`config.mk`:
```
export PLATFORM = sky130hd
export DESIGN_NAME = instr_fetch_queue
export DESIGN_NICKNAME = d
export VERILOG_FILES = /design/src/rtl/riscv_pkg.sv /design/src/rtl/sync_fifo.sv /design/src/rtl/instr_fetch_queue.sv
export SDC_FILE = /design/constraint.sdc
export NUM_CORES = 1
export LEC_CHECK = 0
export CAP_MARGIN = 10
export CORE_ASPECT_RATIO = 1.75
export CORE_MARGIN = 2
export CORE_UTILIZATION = 60
export DETAILED_ROUTE_END_ITERATION = 10
export DONT_BUFFER_PORTS = 1
export HOLD_SLACK_MARGIN = 0.1
export PLACE_DENSITY = 0.74
export SYNTH_ARGS = -nofsm -noshare
export SYNTH_HDL_FRONTEND = slang
export SYNTH_SLANG_ARGS = --single-unit
```
`constraint.sdc`:
```
create_clock -name clk -period 3.4 [get_ports clk]
set_input_delay 0.68 -clock clk [delete_from_list [all_inputs] [get_ports clk]]
set_output_delay 0.68 -clock clk [all_outputs]
set_load 0.02 [all_outputs]
```
`src/rtl/riscv_pkg.sv`:
```
// Shared fetch-side definitions: instruction field positions, data width and fetch FSM states.
package riscv_pkg;

  localparam int XLEN    = 32;
  localparam int OPC_LSB = 0;
  localparam int F3_LSB  = 12;

  typedef enum logic [1:0] {
    IDLE       = 2'd0,
    WAIT       = 2'd1,
    WAIT_STALE = 2'd2
  } fetch_state_t;

endpackage

```
`src/rtl/sync_fifo.sv`:
```
// Small synchronous FIFO with flush; head data is a combinational read at rd_ptr.
// Storage resets to zero so the head shows a zeroed entry out of reset.
module sync_fifo #(
  parameter int WIDTH = 64,
  parameter int DEPTH = 4
) (
  input  logic                     clk,
  input  logic                     rst_n,
  input  logic                     flush,
  input  logic                     wr_en,
  input  logic [WIDTH-1:0]         wr_data,
  input  logic                     rd_en,
  output logic [WIDTH-1:0]         rd_data,
  output logic                     full,
  output logic                     empty,
  output logic [$clog2(DEPTH):0]   count
);

  localparam int AW = $clog2(DEPTH);
  localparam logic [AW:0] DEPTH_C = DEPTH[AW:0];

  logic [WIDTH-1:0] mem [DEPTH];
  logic [AW-1:0]    wr_ptr;
  logic [AW-1:0]    rd_ptr;
  logic             do_wr;
  logic             do_rd;

  assign empty   = (count == '0);
  assign full    = (count == DEPTH_C);
  assign rd_data = mem[rd_ptr];

  // A pop frees the slot being written, so push-while-full is accepted only alongside a pop.
  assign do_rd = rd_en && !empty;
  assign do_wr = wr_en && (!full || do_rd);

  always_ff @(posedge clk or negedge rst_n) begin
    if (!rst_n) begin
      wr_ptr <= '0;
      rd_ptr <= '0;
      count  <= '0;
      for (int i = 0; i < DEPTH; i++) begin
        mem[i] <= '0;
      end
    end else if (flush) begin
      wr_ptr <= '0;
      rd_ptr <= '0;
      count  <= '0;
    end else begin
      if (do_wr) begin
        mem[wr_ptr] <= wr_data;
        wr_ptr      <= wr_ptr + 1'b1;
      end
      if (do_rd) begin
        rd_ptr <= rd_ptr + 1'b1;
      end
      case ({do_wr, do_rd})
        2'b10:   count <= count + 1'b1;
        2'b01:   count <= count - 1'b1;
        default: count <= count;
      endcase
    end
  end

endmodule

```
`src/rtl/instr_fetch_queue.sv`:
```
// Fetch front end: owns the PC, issues one outstanding icache read at a time and queues
// returned words with their PC; a redirect flushes the queue and drops any in-flight response.
module instr_fetch_queue
  import riscv_pkg::*;
#(
  parameter int              DEPTH    = 4,
  parameter logic [XLEN-1:0] RESET_PC = 32'h0000_0000
) (
  input  logic            clk,
  input  logic            rst_n,
  output logic            icache_rd_en,
  output logic [XLEN-1:0] icache_addr,
  input  logic            icache_dout_valid,
  input  logic [XLEN-1:0] icache_dout,
  input  logic            jump_valid,
  input  logic [XLEN-1:0] jump_addr,
  input  logic            ifq_rd_en,
  output logic            ifq_empty,
  output logic [XLEN-1:0] ifq_instr,
  output logic [XLEN-1:0] ifq_pc,
  output logic [XLEN-1:0] ifq_pc_plus4,
  output logic [6:0]      opcode,
  output logic [2:0]      funct3,
  output logic [1:0]      mod
);

  localparam int AW = $clog2(DEPTH);
  localparam logic [AW:0] DEPTH_C = DEPTH[AW:0];

  fetch_state_t        state;
  fetch_state_t        state_nxt;
  logic [XLEN-1:0]     pc;
  logic [XLEN-1:0]     req_pc;
  logic                issue;
  logic                push;
  logic                fifo_full;
  logic [AW:0]         fifo_count;
  logic [2*XLEN-1:0]   head;

  // Held low during reset so the request port is quiet while rst_n is asserted.
  assign issue = rst_n && (state == IDLE) && (fifo_count < DEPTH_C) && !jump_valid;
  assign push  = (state == WAIT) && icache_dout_valid && !jump_valid && !fifo_full;

  assign icache_rd_en = issue;
  assign icache_addr  = issue ? pc : '0;

  always_comb begin
    state_nxt = state;
    case (state)
      IDLE: begin
        if (issue) state_nxt = WAIT;
      end
      WAIT: begin
        if (jump_valid) state_nxt = icache_dout_valid ? IDLE : WAIT_STALE;
        else if (icache_dout_valid) state_nxt = IDLE;
      end
      WAIT_STALE: begin
        if (icache_dout_valid) state_nxt = IDLE;
      end
      default: state_nxt = IDLE;
    endcase
  end

  always_ff @(posedge clk or negedge rst_n) begin
    if (!rst_n) begin
      state  <= IDLE;
      pc     <= RESET_PC;
      req_pc <= '0;
    end else begin
      state <= state_nxt;
      if (jump_valid) begin
        pc <= jump_addr;
      end else if (issue) begin
        pc     <= pc + 32'd4;
        req_pc <= pc;
      end
    end
  end

  sync_fifo #(
    .WIDTH (2*XLEN),
    .DEPTH (DEPTH)
  ) u_fifo (
    .clk     (clk),
    .rst_n   (rst_n),
    .flush   (jump_valid),
    .wr_en   (push),
    .wr_data ({icache_dout, req_pc}),
    .rd_en   (ifq_rd_en),
    .rd_data (head),
    .full    (fifo_full),
    .empty   (ifq_empty),
    .count   (fifo_count)
  );

  assign ifq_instr    = head[2*XLEN-1:XLEN];
  assign ifq_pc       = head[XLEN-1:0];
  assign ifq_pc_plus4 = ifq_pc + 32'd4;
  assign opcode       = ifq_instr[OPC_LSB +: 7];
  assign funct3       = ifq_instr[F3_LSB +: 3];
  assign mod          = {ifq_instr[30], ifq_instr[25]};

endmodule
```
* After elaboration in Yosys (flattened, before gate mapping)
Index checks and enable logic that the tools add are counted.
** Operators by class
- Equal/unequal tests :: 6
- Add/subtract/negate cells :: 6
- $lt $le $gt $ge :: 4
- Bitwise logic cells :: 3
- Mux-type cells :: 20
- Reductions and logical operators :: 21
** Operator list (number)
- $bwmux 256 :: 1
- $mux 64 :: 3
- $bmux 64 s2 :: 1
- $demux 64 s2 :: 1
- $mux 32 :: 3
- $add 32x3->32 const B :: 2
- $mux 2 :: 8
- $logic_and 1x1->1 :: 9
- $ge 3x3->1 const B :: 2
- $not 2->3 :: 2
- $pmux 2 s3 :: 1
- $pmux 3 s2 :: 1
- $reduce_bool 2->1 :: 3
- $add 2x1->2 const B :: 2
- $eq 2x1->1 const B :: 2
- $eq 2x2->1 const B :: 2
- $reduce_and 2->1 :: 2
- $add 3x1->3 const B :: 1
- $eq 3x3->1 const B :: 1
- $logic_not 1->1 :: 3
- $logic_not 3->1 :: 1
- $lt 3x1->1 const B :: 1
- $lt 3x3->1 const B :: 1
- $mux 3 :: 1
- 6 further kinds :: 6
** Storage, ports and cells
- Output and inout bits :: 142
- Logic and storage cells :: 70
- Register bits after elaboration :: 329

* Logic depth before layout (Yosys ltp)
- Depth in word-level cells :: 8
- Gate-level depth with buffers :: 8

* Modules after synthesis
Synthesis repeated with hierarchy kept, for this count alone.
** Unflattened totals
- Cells, all modules :: 1107
- Area, all modules :: 15591.2 µm²
** By module, submodules not included
- sync_fifo :: seq. area each 6581.3 µm², times used 1, cells an instance 679, area an instance 11721.2 µm²
- instr_fetch_queue :: seq. area each 1651.6 µm², times used 1, cells an instance 428, area an instance 3870.0 µm²

* Least setup slack after synthesis
Ideal clock, no wire load.
- Path kind :: register -> output
- From :: register u_fifo.rd_ptr[0]
- To :: output port ifq_pc_plus4[22]
- Cell stages (with the launch flop) :: 9
- Buffers on the path :: 2
- Arrival time :: 2.292 ns
- Slack :: 0.428 ns
- Data required time :: 2.720 ns
- Cells stage by stage :: dfrtp_1 -> buf_6 -> mux4_2 -> ha_1 -> and4_1 -> clkbuf_1 -> nand2_1 -> nor4_1 -> xor2_1
** Between the ends
- Longest elaborated chain between the ends :: 5
** Ends and longest elaborated chain
- from (decl) :: RTL line sync_fifo.sv:24 : logic [AW-1:0] rd_ptr;
- from (signal assigned) :: RTL line sync_fifo.sv:54 : rd_ptr <= rd_ptr + 1'b1;
- $not 2->3 (implied by the code) :: RTL line sync_fifo.sv:30 : assign rd_data = mem[rd_ptr];
- $bmux 64 s2 :: RTL line sync_fifo.sv:30
- $mux 64 (implied by the code) (2 in a row) :: RTL line sync_fifo.sv:30
- net ifq_pc[2] :: RTL line instr_fetch_queue.sv:20 : output logic [XLEN-1:0] ifq_pc,
- $add 32x3->32 :: RTL line instr_fetch_queue.sv:98 : assign ifq_pc_plus4 = ifq_pc + 32'd4;
- to (decl) :: RTL line instr_fetch_queue.sv:21 : output logic [XLEN-1:0] ifq_pc_plus4,
The timed path passes the listed nets, and every way through them passes these cells. The select of a mux whose other input is x is not followed.

* Worst setup path in the final report
- From :: register u_fifo.rd_ptr[0]
- To :: output port ifq_pc_plus4[25]
Same word-level chain as after synthesis.

==> results.py <==
metrics = {
    "synth": {
        "postSynth.asyncResetShare_pct": 100.0,
        "synth_top_family_by_area": "multiplexers",
        "synth_compound_area_share_pct": 2.882,
        "synth_top_area_share_pct": 54.34,
        "synth_edf_count": 0,
        "synth_cell_types": 47,
        "ys_warn_count": 0,
        "synth-simple-area-share_pct": 6.904,
        "yosysTopAreaCell": "dfrtp_1",
        "synthTopCellsByArea": "dfrtp_1, mux2_2, mux4_2",
        "muxShareOfSynthArea_pct": 28.81,
        "synthAdderAreaFrac_pct": 0.6276,
        "post-synth-top-count-cell": "dfrtp_1",
        "ys_seq_elements": 329,
        "synth_commonest_cells": "dfrtp_1, mux2_2, mux4_2, nand2_1, clkbuf_1",
        "postSynthCellCount": 1078,
        "synth_seq_area_share_pct": 54.34,
        "synth.cell_area_um2": 15150,
        "synthXorXnorAreaFrac_pct": 3.468,
        "syn_avg_cell_area_um2": 14.05,
        "mappedNetlistNets": 1154,
        "synthFlopType": "dfrtp_1",
    },
    "floorplan": {
        "num_rows": 77,
        "core_area_um2": 25050,
        "dieArea_um2": 26590,
        "die_h_um": 214.2,
        "io_pins": 211,
        "initial_utilization_pct": 60.48,
        "fp.dieW_um": 124.1,
    },
    "sta": {
        "maxSlewViolCount": 0,
        "period_minus_slack_ns": 3.544,
        "period_share_pct": 104.2,
        "tightest_slew_ns": 0.8336,
        "setup_tns_ns": -1.074,
        "rsz0062_at_grt": "yes",
        "setup_ws_ns": -0.1441,
        "holdWs_ns": -0.1655,
        "fmax_ghz": 0.2822,
        "maxSlewHeadroom_pct": 44.43,
        "finalHoldViolCount": 265,
        "setup_viol_count_final": 19,
        "skew_ns": 0.01908,
    },
    "routing": {
        "routed_via_density": 6.110,
        "wl_mm": 33.18,
        "drc": 0,
        "num_vias": 8884,
        "initialDrtViolationCount": 572,
        "firstDrtPassIters": 4,
        "wire_per_inst_um": 22.82,
        "final_antenna_net_count": 0,
    },
    "clocking": {
        "tritoncts.num_buffers": 29,
        "clk_pin_slew_ns": 0.06,
        "clock_latency_ns": 0.55,
        "cts_max_level": 1,
        "cts-root-buf": "clkbuf_16",
        "cts_tree": "built",
        "clock_path_buffers": 3,
        "numClockSinks": 329,
    },
    "cells_and_area": {
        "diodes": 0,
        "regArea_um2": 8240,
        "multi_input_area_um2": 6646,
        "fin_cells": 1454,
        "finalNetCount": 1193,
        "area_delta_synth_final_pct": 12.80,
        "fin_util_pct": 68.23,
        "fillers": 1762,
        "drive_gt1_share_pct": 41.30,
    },
    "grt": {
        "overflow": 0,
        "grt_max_degree": 332,
        "grt_pass1_wl_mm": 52.14,
        "grt_use_total_pct": 25.38,
        "antenna_found_initial": 0,
        "first_global_vias": 9551,
    },
    "placed_design": {
        "place_congestion": 0.8872,
        "portBuffers": 0,
        "hpwl_mm": 21.68,
        "dp.cells": 1389,
    },
    "worst_hold_path": {
        "min_path_type": "in -> async",
    },
    "worst_setup_path": {
        "required_ns": 2.72,
        "crit_chain": "buf_12 -> mux4_2 -> and4_4 -> and4bb_4 -> nand4_1 -> xnor2_1 -> buf_4",
        "start_kind": "flop",
        "cp_max_fo": 7,
        "worstSetupPathType": "reg -> out",
        "crit_arrival_ns": 2.86,
        "end_kind": "primary output",
        "crit_slowest_cell": "dfrtp_4",
        "cpPeakStageDelay_ns": 0.56,
    },
    "pwr": {
        "power_mw": 13.79,
        "power_density_nw_per_um2": 806.8,
        "vdd_ir_drop_max_mv": 0.5413,
        "p_leak_nw": 8.290,
    },
    "run_status": {
        "violations": "hold timing, setup timing",
        "outcome": "finished, violations left",
    },
    "flow_run": {
        "cap_violations": 0,
    },
}
final timing paths:
kind / start / to / slack, ns / cells past startpoint
hold / removal: rst_n / u_fifo.mem[239]$_DFFE_PN0P_ / -0.17 / 0
setup reg to reg: u_fifo.count[2]$_DFFE_PN0P_ / pc[27]$_DFFE_PN0N_ / 0.95 / 6
setup / recovery: u_fifo.rd_ptr[0]$_DFFE_PN0P_ / ifq_pc_plus4[25] / -0.14 / 7
max in group asynchronous: rst_n / u_fifo.mem[96]$_DFFE_PN0P_ / 2.88 / 0
hold reg to reg: pc[0]$_DFFE_PN0P_ / pc[0]$_DFFE_PN0P_ / 0.47 / 2
min in group clk: icache_dout_valid / state[1]$_DFFE_PN0P_ / 0.21 / 1
registers in the layout, summed over array words and instances (netlist names):
name / flops
pc: 32
req_pc: 32
state: 2
u_fifo.count: 3
u_fifo.mem: 256
u_fifo.rd_ptr: 2
u_fifo.wr_ptr: 2
routing by layer:
metal | GRT usage [%] | vias up | routed length [um]
li1 | - | 3983 | -
met1 | 31.23 | 4649 | 12840
met2 | 44.92 | 212 | 17750
met3 | 5.186 | 40 | 1922
met4 | 6.704 | 0 | 661
met5 | 0 | - | 0
kinds of logic after synthesis:
logic type      Yosys count
xor+xnor                 60
buf+inv                  94
fa+ha+maj                 7
compound gates           69
mux                     324
flops                   329
simple gates            195
stage by stage:
stage	cell area, um2	setup slack [ns]	hold WS [ns]
finish	17090	-0.1441	-0.1655
global route	17090	-0.2118	-0.1918
CTS	17030	-0.1504	-0.1932
detailed placement	15830	0.2184	0.3919
global placement	15830	0.2405	0.3932
floorplan	15150	0.4285	0.3844
report_power, final:
group | total, mW | switching [mW] | internal, mW
logic | 4.94 | 2.75 | 2.19
clock network | 3.42 | 1.42 | 2.01
registers | 5.42 | 0.678 | 4.75
total | 13.8 | 4.85 | 8.94
final cells by class:
type	instances	share of cell area (%)
tap	316	2.313
clock buffer	42	5.118
timing repair buffer	85	4.341
inverter	16	0.3514
clock inverter	10	0.7687
multi-input combinational	656	38.89
sequential	329	48.22
critical path, delay by kind of cell (launching register included):
family	cells	cell delay [ns]
xor gates and xnor gates	1	0.22
buffers and inverters	2	0.36
DFF	1	0.56
muxes	1	0.46
and+or+nand+nor	3	0.71
layout by cell type (no fill, tap or decap), types with 3 or more instances in the layout:
cell type,count
buf_4,76
and2_1,3
and3_1,32
mux2_2,234
o21ai_0,29
buf_12,6
mux2i_1,4
dfrtp_1,327
nor4_1,12
or3_1,3
xor2_1,13
inv_1,16
and4_4,3
xnor2_2,3
nand2_1,54
bufinv_16,3
a21o_1,32
nor3_2,4
clkbuf_8,10
clkinv_2,5
mux4_2,64
mux2_1,22
clkbuf_16,30
ha_1,5
clkbuf_1,3
nand2_4,4
nand4_1,9
nor3_1,9
nand3_1,17
nor2_1,20
xnor2_1,44
what timing repair did:
| item | CTS | global route |
|---|---|---|
| setup endpoints to repair | 21 | 20 |
| setup buffers | 9 | 2 |
| pin swaps | 4 | 8 |
| gates resized for setup | 32 | 3 |
| cloned | 1 | 1 |
| endpoints found under the hold margin | 329 | 329 |
No activity file was read; power rests on OpenSTA's default activity.
